===== config.mk =====
export PLATFORM = sky130hd
export DESIGN_NAME = vga_sync_receiver
export DESIGN_NICKNAME = d
export VERILOG_FILES = /design/src/rtl/vga_sync_receiver.sv
export SDC_FILE = /design/constraint.sdc
export NUM_CORES = 1
export LEC_CHECK = 0
export ABC_AREA = 1
export CAP_MARGIN = 25
export CORE_MARGIN = 3
export CORE_UTILIZATION = 45
export CTS_BUF_LIST = sky130_fd_sc_hd__clkbuf_4 sky130_fd_sc_hd__clkbuf_8 sky130_fd_sc_hd__clkbuf_16
export DETAILED_ROUTE_END_ITERATION = 10
export PLACE_DENSITY = 0.74
export SLEW_MARGIN = 0
export SYNTH_ARGS = -nofsm -noshare
export SYNTH_HDL_FRONTEND = slang
export SYNTH_SLANG_ARGS = --single-unit

===== constraint.sdc =====
create_clock -name clk -period 2.4 [get_ports clk]
set_clock_uncertainty 0.1 [all_clocks]
set_input_delay 0.36 -clock clk [delete_from_list [all_inputs] [get_ports clk]]
set_output_delay 0.36 -clock clk [all_outputs]
set_load 0.01 [all_outputs]

===== src/rtl/vga_sync_receiver.sv =====
// VGA raster timing recovery: measures line/frame length and locks on stable timing.
// Define VGA_RX_ERRCNT_EN to implement the saturating err_cnt; otherwise it reads 0.
module vga_sync_receiver #(
  parameter int CORDW       = 16,
  parameter int LOCK_FRAMES = 2
) (
  input  logic             clk,
  input  logic             rst_n,
  input  logic             enb,
  input  logic             h_synch,
  input  logic             v_synch,
  output logic [CORDW-1:0] h_cnt,
  output logic [CORDW-1:0] v_cnt,
  output logic [CORDW-1:0] h_total,
  output logic [CORDW-1:0] v_total,
  output logic             locked,
  output logic             frame_start,
  output logic [7:0]       err_cnt
);

  localparam logic [1:0] ST_SEARCH  = 2'd0;
  localparam logic [1:0] ST_ACQUIRE = 2'd1;
  localparam logic [1:0] ST_LOCKED  = 2'd2;

  localparam logic [CORDW-1:0] CMAX  = '1;
  localparam logic [CORDW-1:0] CMAX1 = {{(CORDW-1){1'b1}}, 1'b0};
  localparam logic [3:0]       LOCK_N = 4'(LOCK_FRAMES);

  logic             hs_q, hs_d;
  logic             vs_q, vs_d;
  logic             vs_pend_q, vs_pend_d;
  logic             line_err_q, line_err_d;
  logic [1:0]       state_q, state_d;
  logic [3:0]       match_q, match_d;
  logic [CORDW-1:0] h_cnt_q, h_cnt_d;
  logic [CORDW-1:0] v_cnt_q, v_cnt_d;
  logic [CORDW-1:0] h_tot_q, h_tot_d;
  logic [CORDW-1:0] v_tot_q, v_tot_d;
  logic             fs_q, fs_d;
  logic             locked_q, locked_d;

  logic             hs_fall, vs_fall, fs;
  logic             sync_lost, match;
  logic [CORDW-1:0] line_len, frame_len;
  logic [3:0]       m_inc;

  always_comb begin
    hs_fall   = enb & hs_q & ~h_synch;
    vs_fall   = enb & vs_q & ~v_synch;
    fs        = hs_fall & (vs_pend_q | vs_fall);
    line_len  = h_cnt_q + CORDW'(1);
    frame_len = v_cnt_q + CORDW'(1);
    m_inc     = match_q + 4'd1;
    match     = (line_len == h_tot_q) && (frame_len == v_tot_q) && !line_err_q;
    // Fires only on the step into saturation, so it is counted once.
    sync_lost = enb & ((~hs_fall & (h_cnt_q == CMAX1)) |
                       (hs_fall & ~fs & (v_cnt_q == CMAX1)));

    hs_d       = hs_q;
    vs_d       = vs_q;
    vs_pend_d  = vs_pend_q;
    line_err_d = line_err_q;
    h_cnt_d    = h_cnt_q;
    v_cnt_d    = v_cnt_q;
    state_d    = state_q;
    match_d    = match_q;
    h_tot_d    = h_tot_q;
    v_tot_d    = v_tot_q;

    if (enb) begin
      hs_d = h_synch;
      vs_d = v_synch;
      if (fs) vs_pend_d = 1'b0;
      else if (vs_fall) vs_pend_d = 1'b1;
      if (hs_fall) h_cnt_d = '0;
      else if (h_cnt_q != CMAX) h_cnt_d = line_len;
      if (fs) v_cnt_d = '0;
      else if (hs_fall && v_cnt_q != CMAX) v_cnt_d = frame_len;
      if (fs) line_err_d = 1'b0;
      else if (hs_fall && line_len != h_tot_q) line_err_d = 1'b1;
    end

    if (sync_lost) begin
      state_d = ST_SEARCH;
      h_tot_d = '0;
      v_tot_d = '0;
      match_d = '0;
    end else if (fs) begin
      unique case (1'b1)
        state_q == ST_ACQUIRE: begin
          if (match) begin
            match_d = m_inc;
            if (m_inc == LOCK_N) state_d = ST_LOCKED;
          end else begin
            h_tot_d = line_len;
            v_tot_d = frame_len;
            match_d = '0;
          end
        end
        state_q == ST_LOCKED: begin
          if (!match) begin
            state_d = ST_ACQUIRE;
            h_tot_d = line_len;
            v_tot_d = frame_len;
            match_d = '0;
          end
        end
        default: state_d = ST_ACQUIRE;
      endcase
    end

    fs_d     = fs;
    locked_d = (state_d == ST_LOCKED);
  end

  always_ff @(posedge clk or negedge rst_n) begin
    if (!rst_n) begin
      hs_q       <= 1'b1;
      vs_q       <= 1'b1;
      vs_pend_q  <= 1'b0;
      line_err_q <= 1'b0;
      state_q    <= ST_SEARCH;
      match_q    <= '0;
      h_cnt_q    <= '0;
      v_cnt_q    <= '0;
      h_tot_q    <= '0;
      v_tot_q    <= '0;
      fs_q       <= 1'b0;
      locked_q   <= 1'b0;
    end else begin
      hs_q       <= hs_d;
      vs_q       <= vs_d;
      vs_pend_q  <= vs_pend_d;
      line_err_q <= line_err_d;
      state_q    <= state_d;
      match_q    <= match_d;
      h_cnt_q    <= h_cnt_d;
      v_cnt_q    <= v_cnt_d;
      h_tot_q    <= h_tot_d;
      v_tot_q    <= v_tot_d;
      fs_q       <= fs_d;
      locked_q   <= locked_d;
    end
  end

`ifdef VGA_RX_ERRCNT_EN
  logic [7:0] err_q, err_d;
  logic       err_inc;

  always_comb begin
    err_inc = sync_lost |
              (fs & (state_q == ST_LOCKED) & ~match);
    err_d   = err_q;
    if (err_inc && err_q != 8'hFF) err_d = err_q + 8'd1;
  end

  always_ff @(posedge clk or negedge rst_n) begin
    if (!rst_n) err_q <= '0;
    else        err_q <= err_d;
  end

  assign err_cnt = err_q;
`else
  assign err_cnt = 8'd0;
`endif

  assign h_cnt       = h_cnt_q;
  assign v_cnt       = v_cnt_q;
  assign h_total     = h_tot_q;
  assign v_total     = v_tot_q;
  assign locked      = locked_q;
  assign frame_start = fs_q;

endmodule


==> impl_summary.log, run 1 <==
[metrics] via count of the routed design: 5,555
[metrics] reported max-cap violation count: 0
[metrics] power density relative to cell area: 918 nW/um^2
[metrics] worst-case reg-to-reg path depth: 17
[metrics] flip-flop cell with the highest count after synthesis: sky130_fd_sc_hd__dfrtp_1
[metrics] first-pass GRT wire length: 25,800 um
[metrics] Async SR Flop Fraction: 100%
[metrics] ANT nets after route: 0
[metrics] count of inserted antenna diode cells: 0
[metrics] endpoint arrival time on the critical path: 2950 ps
[metrics] final worst path period share: 115%
[metrics] port bufs: 70
[metrics] initial DRC count: 426
[metrics] via count normalized by instance count: 5.74
[metrics] Peak supply drop: 0.000461 V
[metrics] final setup margin: -371 ps
[metrics] initial antenna violation count: 0
[metrics] total routing usage reported by global routing: 27.4%
[metrics] fill cell total of the finished layout: 707
[metrics] floorplan die height: 110 um
[metrics] ordered list of cells on the worst path: ha_4, nand2_4, nor2_4, nand2_2, nand2_2, nand2_2, nand2_2, nand2_1, a21oi_1, nand3_1, nor2_2, nand3_2, o21ai_4, buf_6, nand2_8, buf_12, o22ai_2
[metrics] area enclosed by the die boundary: 12,000 um^2
[metrics] die outline width: 110 um
[metrics] drc violations: 0
[metrics] share of the synthesized area in the top cell type: 38.3%
[metrics] launching element type of the critical path: flop
[metrics] WHS Path Cells: 2
[metrics] Max FO, Critical Path: 10
[metrics] CP delay by family, top: simple AND/OR/NAND/NOR gates
[metrics] Worst path slowest cell: sky130_fd_sc_hd__dfrtp_2
[metrics] area inside the core boundary: 10,400 um^2
[metrics] clock latency on the worst-skew pair: 370 ps
[metrics] number of buffers on the longest clock path: 2
[metrics] Req. time, crit path: 2580 ps
[metrics] Design Area, Final: 7410 um^2
[metrics] startpoint of the worst hold path: vs_q
[metrics] number of distinct library cells after synthesis: 40
[metrics] synthesis warning total: 0
[metrics] end of the worst register-to-register path: h_total[6]
[metrics] transition at the pin with the smallest max-transition slack: 627 ps
[metrics] Post-synth EDFFs: 0
[metrics] highest clock rate: 0.361 GHz
[metrics] critical setup path kind: reg -> reg
[metrics] status: finished with violations
[metrics] final-report max-slew violation count: 0
[metrics] Hold EP: vs_q
[metrics] per-cell routed wire length: 18.1 um
[metrics] top cells by area, synth: sky130_fd_sc_hd__dfrtp_1 38%, sky130_fd_sc_hd__nand2_1 14%, sky130_fd_sc_hd__nand3_1 7.5%, sky130_fd_sc_hd__inv_1 6.1%, sky130_fd_sc_hd__o22ai_2 5.2%
[metrics] register-to-register path setup slack: -370 ps
[metrics] total power draw: 6.80 mW
[metrics] via count of the first global-routing pass: 5,299
[metrics] Post-Synthesis Cell Area: 4830 um^2
[metrics] start of the worst register-to-register path: v_cnt[0]
[metrics] aggregate routed wire length: 17,500 um
[metrics] Leakage: 3.34 nW
[metrics] Area Growth Syn to Fin: 53.4%
[metrics] estimated wirelength of the detail-placed design: 11,200 um
[metrics] sequential cell area fraction in the yosys report: 39.4%
[metrics] library cell used as clock root buffer: sky130_fd_sc_hd__clkbuf_8
[metrics] number of buffer and inverter instances along the worst setup path: 2
[metrics] final weighted congestion of routability-driven global placement: 0.912
[metrics] Post-Place Cell Area: 6370 um^2
[metrics] Layout Nets: 839
[metrics] maximum number of pins on one net before global-route repair: 44
[metrics] row cnt: 37
[metrics] # setup viols final: 39
[metrics] class of the tightest hold or removal check: reg -> reg
[metrics] leading area contributor after synthesis: sky130_fd_sc_hd__dfrtp_1
[metrics] maximum single-stage delay on the critical path: 430 ps
[metrics] violated checks: setup timing
[metrics] min Tclk post-route: 2770 ps
[metrics] TritonCTS Sinks: 76
[metrics] worst slew margin relative to its limit: 58.2%
[metrics] number of failing hold endpoints at the final stage: 0
[metrics] setup repair after global routing missed its margin: true
[metrics] cell type with the highest occurrence count on the critical path: sky130_fd_sc_hd__nand2_2
[metrics] TritonCTS buffer count: 9
[metrics] synthesized area per cell: 7.64 um^2
[metrics] fraction of layout cells with a size suffix above 1: 34.2%
[metrics] final worst hold slack: 410 ps
[metrics] total gr overflow: 0
[metrics] Starting Density: 46.6%
[metrics] register bit total from synthesis: 76
[metrics] endpoint kind of the worst setup timing path: flop
[metrics] IO Count: 79
[metrics] number of levels the H-tree was split into: 3
[metrics] post-synthesis cell count: 633
[metrics] TritonCTS clock tree: done
[metrics] Clock transition at path regs: 80 ps
[metrics] DR pass1 iterations: 7
-- routing by layer --
layer  GRT usage, %  vias up  wire, um
li1               -     2467         -
met1           35.1     2684      6770
met2           45.9      345      8730
met3           5.46       59      1610
met4           9.97        0       425
met5              0        -         0
-- tightest hold or removal path: stages, from the launching register on --
cell                      delay [ps]
sky130_fd_sc_hd__dfstp_2         370
sky130_fd_sc_hd__nor2_1           90
sky130_fd_sc_hd__nor2_1           50
-- cell usage after synthesis (4+ instances only) --
cell / instances
sky130_fd_sc_hd__ha_1: 8
sky130_fd_sc_hd__a21oi_1: 6
sky130_fd_sc_hd__o22ai_2: 20
sky130_fd_sc_hd__o22ai_1: 29
sky130_fd_sc_hd__nor3_1: 6
sky130_fd_sc_hd__nor2_2: 6
sky130_fd_sc_hd__inv_2: 6
sky130_fd_sc_hd__nand2_2: 4
sky130_fd_sc_hd__nand2_1: 176
sky130_fd_sc_hd__nand3_1: 72
sky130_fd_sc_hd__nor2_1: 56
sky130_fd_sc_hd__nand4_1: 13
sky130_fd_sc_hd__nor2_4: 5
sky130_fd_sc_hd__o21ai_0: 13
sky130_fd_sc_hd__buf_4: 8
sky130_fd_sc_hd__xor2_1: 8
sky130_fd_sc_hd__inv_1: 78
sky130_fd_sc_hd__o21ai_1: 11
sky130_fd_sc_hd__dfrtp_1: 74
-- cell families after synthesis --
family / Yosys count / synth area share, %
xor+xnor: 13 / 3.52
buf+inv: 103 / 9.81
simple gates: 346 / 31.8
other cells: 1 / 0.0776
compound gates: 86 / 13.3
fa+ha+maj: 8 / 2.07
flops: 76 / 39.4
-- worst max path at each step --
stage	from	to	slack, ps	depth (start not counted)
floorplan	v_cnt[0]	h_total[7]	0.2	14
global placement	v_cnt[0]	h_total[11]	-140	15
detailed placement	h_cnt[0]	h_total[5]	-240	13
CTS	v_cnt[1]	h_total[6]	-90	15
global route	v_cnt[0]	h_total[4]	-490	17
finish	v_cnt[0]	h_total[6]	-370	17
-- timing repair --
item | in CTS | in global routing
resized for setup | 52 | 84
endpoints found under the setup margin | 39 | 39
pin swaps | 24 | 30
gates cloned | 2 | 2
hold buffers | 1 | 0
buffers inserted | 6 | 17
endpoints found under the hold margin | 41 | 0
-- state kept, by name, summed over array words and instances, names as in the netlist, 2 cells and up --
| register | flops |
|---|---|
| v_cnt | 16 |
| state_q | 2 |
| match_q | 4 |
| h_cnt | 16 |
| v_total | 16 |
| h_total | 16 |
-- where the power goes --
part           internal, mW  total, mW  switching (mW)
combinational          1.71       3.61            1.90
sequential             1.59       1.97           0.381
clock                 0.712       1.22           0.511
total                  4.01       6.80            2.79
-- per-stage QoR --
step	worst slack (ps)	TNS (ps)	util, %	std cells
after detailed placement	-239	-7890	61.5	925
after floorplan	0.190	0	-	640
after CTS	-89.8	-2350	66.6	949
final	-371	-12550	71.5	967
after global placement	-136	-3840	61.5	925
after global routing	-487	-17470	71.5	967
-- area by class of cell --
class / instances / area, um^2 / share of cell area, %
flip-flops and latches: 76 / 1910 / 25.8
repair buffers: 194 / 1830 / 24.6
clock buffers: 11 / 139 / 1.87
clock inverters: 5 / 100 / 1.35
inverters: 84 / 315 / 4.25
multi-input cells: 461 / 2950 / 39.8
well taps: 136 / 170 / 2.29
-- placed cells by master (no fill, tap or decap), types with 3 or more instances in the layout --
cell type / netlist / layout
sky130_fd_sc_hd__a21oi_1: 6 / 4
sky130_fd_sc_hd__buf_12: 2 / 6
sky130_fd_sc_hd__buf_4: 8 / 104
sky130_fd_sc_hd__buf_6: 3 / 8
sky130_fd_sc_hd__bufinv_16: 0 / 3
sky130_fd_sc_hd__clkbuf_8: 0 / 9
sky130_fd_sc_hd__clkdlybuf4s50_1: 0 / 69
sky130_fd_sc_hd__conb_1: 1 / 8
sky130_fd_sc_hd__dfrtp_1: 74 / 66
sky130_fd_sc_hd__dfrtp_2: 0 / 8
sky130_fd_sc_hd__ha_1: 8 / 4
sky130_fd_sc_hd__ha_4: 0 / 4
sky130_fd_sc_hd__inv_1: 78 / 78
sky130_fd_sc_hd__inv_2: 6 / 6
sky130_fd_sc_hd__nand2_1: 176 / 150
sky130_fd_sc_hd__nand2_2: 4 / 27
sky130_fd_sc_hd__nand2_4: 2 / 3
sky130_fd_sc_hd__nand3_1: 72 / 52
sky130_fd_sc_hd__nand3_2: 2 / 21
sky130_fd_sc_hd__nand4_1: 13 / 13
sky130_fd_sc_hd__nor2_1: 56 / 35
sky130_fd_sc_hd__nor2_2: 6 / 18
sky130_fd_sc_hd__nor2_4: 5 / 14
sky130_fd_sc_hd__nor3_1: 6 / 4
sky130_fd_sc_hd__o21ai_0: 13 / 10
sky130_fd_sc_hd__o21ai_1: 11 / 10
sky130_fd_sc_hd__o21ai_4: 1 / 3
sky130_fd_sc_hd__o22ai_1: 29 / 23
sky130_fd_sc_hd__o22ai_2: 20 / 25
sky130_fd_sc_hd__xnor3_1: 3 / 3
sky130_fd_sc_hd__xor2_1: 8 / 7
No activity file was read; power rests on OpenSTA's default activity.
==> run 2, diff against run 1 <==
--- a/config.mk
+++ b/config.mk
@@ -12,6 +12,7 @@
 export CTS_BUF_LIST = sky130_fd_sc_hd__clkbuf_4 sky130_fd_sc_hd__clkbuf_8 sky130_fd_sc_hd__clkbuf_16
 export DETAILED_ROUTE_END_ITERATION = 10
 export PLACE_DENSITY = 0.74
+export SKIP_LAST_GASP = 1
 export SLEW_MARGIN = 0
 export SYNTH_ARGS = -nofsm -noshare
 export SYNTH_HDL_FRONTEND = slang
==> constraint.sdc (replaced) <==
create_clock -name clk -period 2.5 [get_ports clk]
set_clock_uncertainty 0.1 [all_clocks]
set_input_delay 0.375 -clock clk [delete_from_list [all_inputs] [get_ports clk]]
set_output_delay 0.375 -clock clk [all_outputs]
set_load 0.01 [all_outputs]
==> run 2 against run 1 <==
  * The flow still finishes with violations (setup timing)
  * Flip-flop and latch count unchanged
  * Largest power group unchanged
  * Cell count decreased by 4.6%
  * Register-to-register slack improved by 190 ps
  * Combinational power decreased by 12%
==> impl_summary.log, run 2 (synthesis results as in run 1) <==
[metrics] via count of the routed design: 5,348
[metrics] violated checks: setup timing
[metrics] Req. time, crit path: 2680 ps
[metrics] aggregate routed wire length: 16,600 um
[metrics] maximum number of pins on one net before global-route repair: 41
[metrics] leading cell type in the layout, fill and taps excluded: sky130_fd_sc_hd__nand2_1
[metrics] met2 track demand over resource: 41.8%
[metrics] final weighted congestion of routability-driven global placement: 0.926
[metrics] area enclosed by the die boundary: 12,000 um^2
[metrics] commonest cells after routing, fill and taps aside: 151 x sky130_fd_sc_hd__nand2_1, 77 x sky130_fd_sc_hd__inv_1, 69 x sky130_fd_sc_hd__clkdlybuf4s50_1, 62 x sky130_fd_sc_hd__dfrtp_1, 62 x sky130_fd_sc_hd__buf_4
[metrics] fraction of layout cells with a size suffix above 1: 30.2%
[metrics] highest clock rate: 0.373 GHz
[metrics] total routing usage reported by global routing: 25.6%
[metrics] Area Growth Syn to Fin: 46.6%
[metrics] number of failing hold endpoints at the final stage: 0
[metrics] number of buffers on the longest clock path: 2
[metrics] Leakage: 3.14 nW
[metrics] number of cells in the design after placement: 878
[metrics] GR Util met1: 33.5%
[metrics] Max FO, Critical Path: 7
[metrics] floorplan die height: 110 um
[metrics] final-report max-slew violation count: 0
[metrics] final worst path period share: 107%
[metrics] TritonCTS Sinks: 76
[metrics] Clock transition at path regs: 80 ps
[metrics] area inside the core boundary: 10,400 um^2
[metrics] transition at the pin with the smallest max-transition slack: 502 ps
[metrics] Layout Nets: 796
[metrics] initial antenna violation count: 0
[metrics] class of the tightest hold or removal check: reg -> reg
[metrics] IO Count: 79
[metrics] core utilization of the finished layout: 68.3%
[metrics] TritonCTS buffer count: 9
[metrics] initial DRC count: 458
[metrics] Final Instance Count excl. Fillers: 923
[metrics] row cnt: 37
[metrics] via count of the first global-routing pass: 4,990
[metrics] reported max-cap violation count: 0
[metrics] library cell used as clock root buffer: sky130_fd_sc_hd__clkbuf_8
[metrics] power density relative to cell area: 872 nW/um^2
[metrics] ANT nets after route: 0
[metrics] status: finished with violations
[metrics] fill cell total of the finished layout: 762
[metrics] estimated wirelength of the detail-placed design: 10,400 um
[metrics] total gr overflow: 0
[metrics] accumulated negative setup slack: -5050 ps
[metrics] min Tclk post-route: 2680 ps
[metrics] drc violations: 0
[metrics] endpoint arrival time on the critical path: 2860 ps
[metrics] met3 routing resource usage after global routing: 5.05%
[metrics] first-pass GRT wire length: 24,100 um
[metrics] die outline width: 110 um
[metrics] worst slew margin relative to its limit: 66.6%
[metrics] endpoint kind of the worst setup timing path: flop
[metrics] via count normalized by instance count: 5.79
[metrics] critical setup path kind: reg -> reg
[metrics] per-cell routed wire length: 18.0 um
[metrics] # setup viols final: 38
[metrics] layer with the highest usage after global routing: met2
[metrics] total power draw: 6.18 mW
[metrics] Starting Density: 46.6%
[metrics] DR pass1 iterations: 5
[metrics] Post-Place Cell Area: 6030 um^2
[metrics] final setup margin: -182 ps
[metrics] launching element type of the critical path: flop
[metrics] Peak supply drop: 0.000432 V
[metrics] count of inserted antenna diode cells: 0
[metrics] Design Area, Final: 7090 um^2
[metrics] clock latency on the worst-skew pair: 360 ps
[metrics] number of levels the H-tree was split into: 3
[metrics] final worst hold slack: 404 ps
[metrics] pre-CTS setup slack: -124 ps
[metrics] setup repair after global routing missed its margin: true
[metrics] TritonCTS clock tree: done
[metrics] port bufs: 70
-- run 2: final timing paths --
kind,startpoint,endpoint,slack [ps],cells past startpoint
max in group asynchronous,rst_n,vs_q,1230,3
min,hs_q,hs_q,400,2
min reg2reg,hs_q,hs_q,400,2
min in group asynchronous,rst_n,v_cnt[7],420,2
max,h_cnt[1],h_total[5],-180,15
max reg2reg,h_cnt[1],h_total[5],-180,15
-- run 2: cell type report --
type,count,area [um^2],area share (%)
multi-input combinational,461,2930,41.3
sequential,76,1920,27.1
timing repair buffer,151,1530,21.6
inverter,84,318,4.49
tap,136,170,2.40
clock buffer,11,151,2.14
clock inverter,4,72.6,1.02
-- run 2: worst max-delay path: stages (launching register included) --
cell and delay, ps:
sky130_fd_sc_hd__dfrtp_2 440, sky130_fd_sc_hd__ha_4 170, sky130_fd_sc_hd__nand3_2 130, sky130_fd_sc_hd__nor2_4 160
sky130_fd_sc_hd__nand3_1 110, sky130_fd_sc_hd__nand2_1 110, sky130_fd_sc_hd__nand2_1 90, sky130_fd_sc_hd__nand2_1 70
sky130_fd_sc_hd__nand2_1 70, sky130_fd_sc_hd__nor3_2 240, sky130_fd_sc_hd__nand3_2 160, sky130_fd_sc_hd__o21ai_4 210
sky130_fd_sc_hd__buf_6 170, sky130_fd_sc_hd__nand2_8 90, sky130_fd_sc_hd__buf_12 170, sky130_fd_sc_hd__o22ai_4 100
-- run 2: what timing repair did --
action,CTS,global route
endpoints found under the setup margin,37,40
hold buffers,1,0
gates cloned,4,2
buffers inserted,10,15
hold endpoints to repair,36,0
pin swaps,5,41
resized for setup,37,97
-- run 2: routing by layer --
layer / routed length [um] / part of all wire, %
met2: 8090 / 49
met4: 621 / 3.7
met1: 6260 / 38
met5: 0 / 0
met3: 1610 / 9.7
-- run 2: report_power, final --
group	total [mW]	switching (mW)	internal (mW)	leakage, nW
Combinational	3.17	1.66	1.51	2.03
Clock	1.08	0.475	0.610	0.111
Sequential	1.92	0.397	1.53	0.997
==> run 3, diff against run 2 <==
--- a/config.mk
+++ b/config.mk
@@ -7,11 +7,14 @@
 export LEC_CHECK = 0
 export ABC_AREA = 1
 export CAP_MARGIN = 25
+export CELL_PAD_IN_SITES_DETAIL_PLACEMENT = 2
+export CELL_PAD_IN_SITES_GLOBAL_PLACEMENT = 2
 export CORE_MARGIN = 3
-export CORE_UTILIZATION = 45
+export CORE_UTILIZATION = 33
 export CTS_BUF_LIST = sky130_fd_sc_hd__clkbuf_4 sky130_fd_sc_hd__clkbuf_8 sky130_fd_sc_hd__clkbuf_16
 export DETAILED_ROUTE_END_ITERATION = 10
-export PLACE_DENSITY = 0.74
+export DONT_BUFFER_PORTS = 1
+export PLACE_DENSITY = 0.78
 export SKIP_LAST_GASP = 1
 export SLEW_MARGIN = 0
 export SYNTH_ARGS = -nofsm -noshare
==> run 3 against run 2 <==
  * The flow still finishes with violations (setup timing)
  * Maximum frequency shrank 14%
  * Clock-buffer cell count shrank 1
  * Final area grew 4.2%
  * Via count grew 12%
  * Clock power grew 56%
  * Non-clock buffer count shrank 14
  * Power grew 24%
  * Utilization shrank 16 points
  * Sequential power grew 12%
==> impl_summary.log, run 3 (synthesis results as in run 1) <==
[metrics] start of the worst register-to-register path: v_cnt[10]
[metrics] library cell used as clock root buffer: sky130_fd_sc_hd__clkbuf_16
[metrics] ANT nets after route: 0
[metrics] drc violations: 0
[metrics] count of inserted antenna diode cells: 0
[metrics] Starting Density: 34.3%
[metrics] area inside the core boundary: 14,100 um^2
[metrics] status: finished with violations
[metrics] final worst path period share: 125%
[metrics] Max FO, Critical Path: 8
[metrics] endpoint arrival time on the critical path: 3300 ps
[metrics] Area Growth Syn to Fin: 52.8%
[metrics] worst slew margin relative to its limit: 59.4%
[metrics] leading cell type in the layout, fill and taps excluded: sky130_fd_sc_hd__nand2_1
[metrics] IO Count: 79
[metrics] end of the worst register-to-register path: v_total[13]
[metrics] via count normalized by instance count: 6.29
[metrics] startpoint of the worst hold path: enb
[metrics] die outline width: 127 um
[metrics] area enclosed by the die boundary: 16,100 um^2
[metrics] number of levels the H-tree was split into: 3
[metrics] Clock transition at path regs: 70 ps
[metrics] estimated wirelength of the detail-placed design: 14,900 um
[metrics] met2 track demand over resource: 57.7%
[metrics] Design Area, Final: 7380 um^2
[metrics] worst-case reg-to-reg path depth: 14
[metrics] TritonCTS buffer count: 9
[metrics] first-pass GRT wire length: 40,600 um
[metrics] initial DRC count: 605
[metrics] transition at the pin with the smallest max-transition slack: 604 ps
[metrics] area taken by flip-flops and latches: 1920 um^2
[metrics] final worst hold slack: 41.0 ps
[metrics] violated checks: setup timing
[metrics] WHS Path Cells: 2
[metrics] TritonCTS Sinks: 76
[metrics] setup repair after global routing missed its margin: true
[metrics] port bufs: 0
[metrics] Hold EP: vs_q
[metrics] row cnt: 43
[metrics] footprint of the multi-input gates: 3290 um^2
[metrics] power density relative to cell area: 1040 nW/um^2
[metrics] reported max-cap violation count: 0
[metrics] fill cell total of the finished layout: 1,524
[metrics] DR pass1 iterations: 5
[metrics] critical setup path kind: reg -> reg
[metrics] commonest cells after routing, fill and taps aside: 123 x sky130_fd_sc_hd__nand2_1, 107 x sky130_fd_sc_hd__buf_4, 75 x sky130_fd_sc_hd__inv_1, 61 x sky130_fd_sc_hd__dfrtp_1, 52 x sky130_fd_sc_hd__nand2_2
[metrics] register-to-register path setup slack: -630 ps
[metrics] fraction of layout cells with a size suffix above 1: 45.7%
[metrics] per-cell routed wire length: 34.4 um
[metrics] class of the tightest hold or removal check: in -> reg
[metrics] number of failing hold endpoints at the final stage: 0
[metrics] maximum number of pins on one net before global-route repair: 77
[metrics] total power draw: 7.66 mW
[metrics] min Tclk post-route: 3130 ps
[metrics] met3 routing resource usage after global routing: 6.90%
[metrics] initial antenna violation count: 0
[metrics] Layout Nets: 782
[metrics] final weighted congestion of routability-driven global placement: 0.829
[metrics] endpoint kind of the worst setup timing path: flop
[metrics] Final Instance Count excl. Fillers: 954
[metrics] Post-Place Cell Area: 5620 um^2
[metrics] number of cells in the design after placement: 892
[metrics] accumulated negative setup slack: -21,300 ps
[metrics] layer with the highest usage after global routing: met2
[metrics] via count of the first global-routing pass: 6,379
[metrics] floorplan die height: 127 um
[metrics] final-report max-slew violation count: 0
[metrics] aggregate routed wire length: 32,800 um
[metrics] Peak supply drop: 0.000898 V
[metrics] number of buffers on the longest clock path: 2
[metrics] GR Util met1: 39.2%
[metrics] total gr overflow: 0
[metrics] via count of the routed design: 5,996
[metrics] final setup margin: -628 ps
[metrics] Req. time, crit path: 2680 ps
[metrics] Leakage: 3.30 nW
[metrics] launching element type of the critical path: flop
[metrics] TritonCTS clock tree: done
[metrics] # setup viols final: 42
[metrics] clock latency on the worst-skew pair: 380 ps
[metrics] highest clock rate: 0.320 GHz
[metrics] total routing usage reported by global routing: 33.3%
==> run 3: changes by cell type in the layout (fill, tap and decap cells not counted), moves of 7 or more <==
| cell | before | now |
|---|---|---|
| sky130_fd_sc_hd__nand3_4 | 1 | 10 |
| sky130_fd_sc_hd__nand2_1 | 151 | 123 |
| sky130_fd_sc_hd__nor2_1 | 39 | 29 |
| sky130_fd_sc_hd__clkdlybuf4s50_1 | 69 | 0 |
| sky130_fd_sc_hd__nand3_1 | 54 | 42 |
| sky130_fd_sc_hd__clkbuf_16 | 2 | 11 |
| sky130_fd_sc_hd__nor2_4 | 14 | 21 |
| sky130_fd_sc_hd__clkbuf_8 | 11 | 1 |
| sky130_fd_sc_hd__buf_4 | 62 | 107 |
| sky130_fd_sc_hd__buf_6 | 6 | 17 |
| sky130_fd_sc_hd__nand2_2 | 25 | 52 |
==> run 3: area by class of cell <==
class / instances / area share (%)
well taps: 180 / 3.05
flip-flops and latches: 76 / 26.0
multi-input cells: 461 / 44.6
repair buffers: 137 / 17.1
clock buffers: 10 / 3.24
clock inverters: 6 / 1.51
inverters: 84 / 4.51
==> run 3: routing by layer <==
metal | part of all wire, % | up-vias
met5 | 0 | -
met1 | 37 | 3072
met2 | 49 | 420
met4 | 5.9 | 0
met3 | 8.1 | 154
li1 | - | 2350
==> run 3: metrics by stage <==
step / setup slack, ps / utilization (%)
floorplan: 39.9 / -
global placement: -263 / 39.9
detailed placement: -362 / 39.9
CTS: -240 / 46.4
global route: -699 / 52.4
finish: -628 / 52.4
==> run 3: report_power, final <==
group | internal, mW | switching, mW
clock network | 1.01 | 0.687
logic | 1.42 | 2.40
registers | 1.53 | 0.619
==> run 3: timing repair <==
action	4_1_cts	5_1_grt
endpoints found under the hold margin	76	0
gates resized for setup	101	140
gates cloned	1	3
hold buffers	2	0
setup endpoints to repair	52	57
setup buffers	14	27
pin swaps	24	51
==> run 3: critical path, stage by stage, from the launching register on <==
cell and delay (ps):
sky130_fd_sc_hd__dfrtp_1 500, sky130_fd_sc_hd__nand2_1 180, sky130_fd_sc_hd__nor2_2 230, sky130_fd_sc_hd__nand2_1 220
sky130_fd_sc_hd__o21ai_4 270, sky130_fd_sc_hd__nand2_2 120, sky130_fd_sc_hd__nand2_1 160, sky130_fd_sc_hd__nand2_2 110
sky130_fd_sc_hd__nor2_2 170, sky130_fd_sc_hd__nand3_2 140, sky130_fd_sc_hd__o21ai_4 230, sky130_fd_sc_hd__buf_6 180
sky130_fd_sc_hd__buf_12 170, sky130_fd_sc_hd__nand3_2 100, sky130_fd_sc_hd__o21ai_1 140
==> run 3: worst max-delay path by stage <==
stage | depth (start not counted) | slack (ps) | to | startpoint
floorplan | 12 | 40 | h_total[0] | h_cnt[0]
global placement | 11 | -260 | h_total[15] | h_cnt[0]
global route | 16 | -700 | v_total[13] | h_cnt[1]
detailed placement | 16 | -360 | match_q[1] | v_cnt[0]
CTS | 17 | -240 | match_q[1] | v_cnt[1]
finish | 14 | -630 | v_total[13] | v_cnt[10]
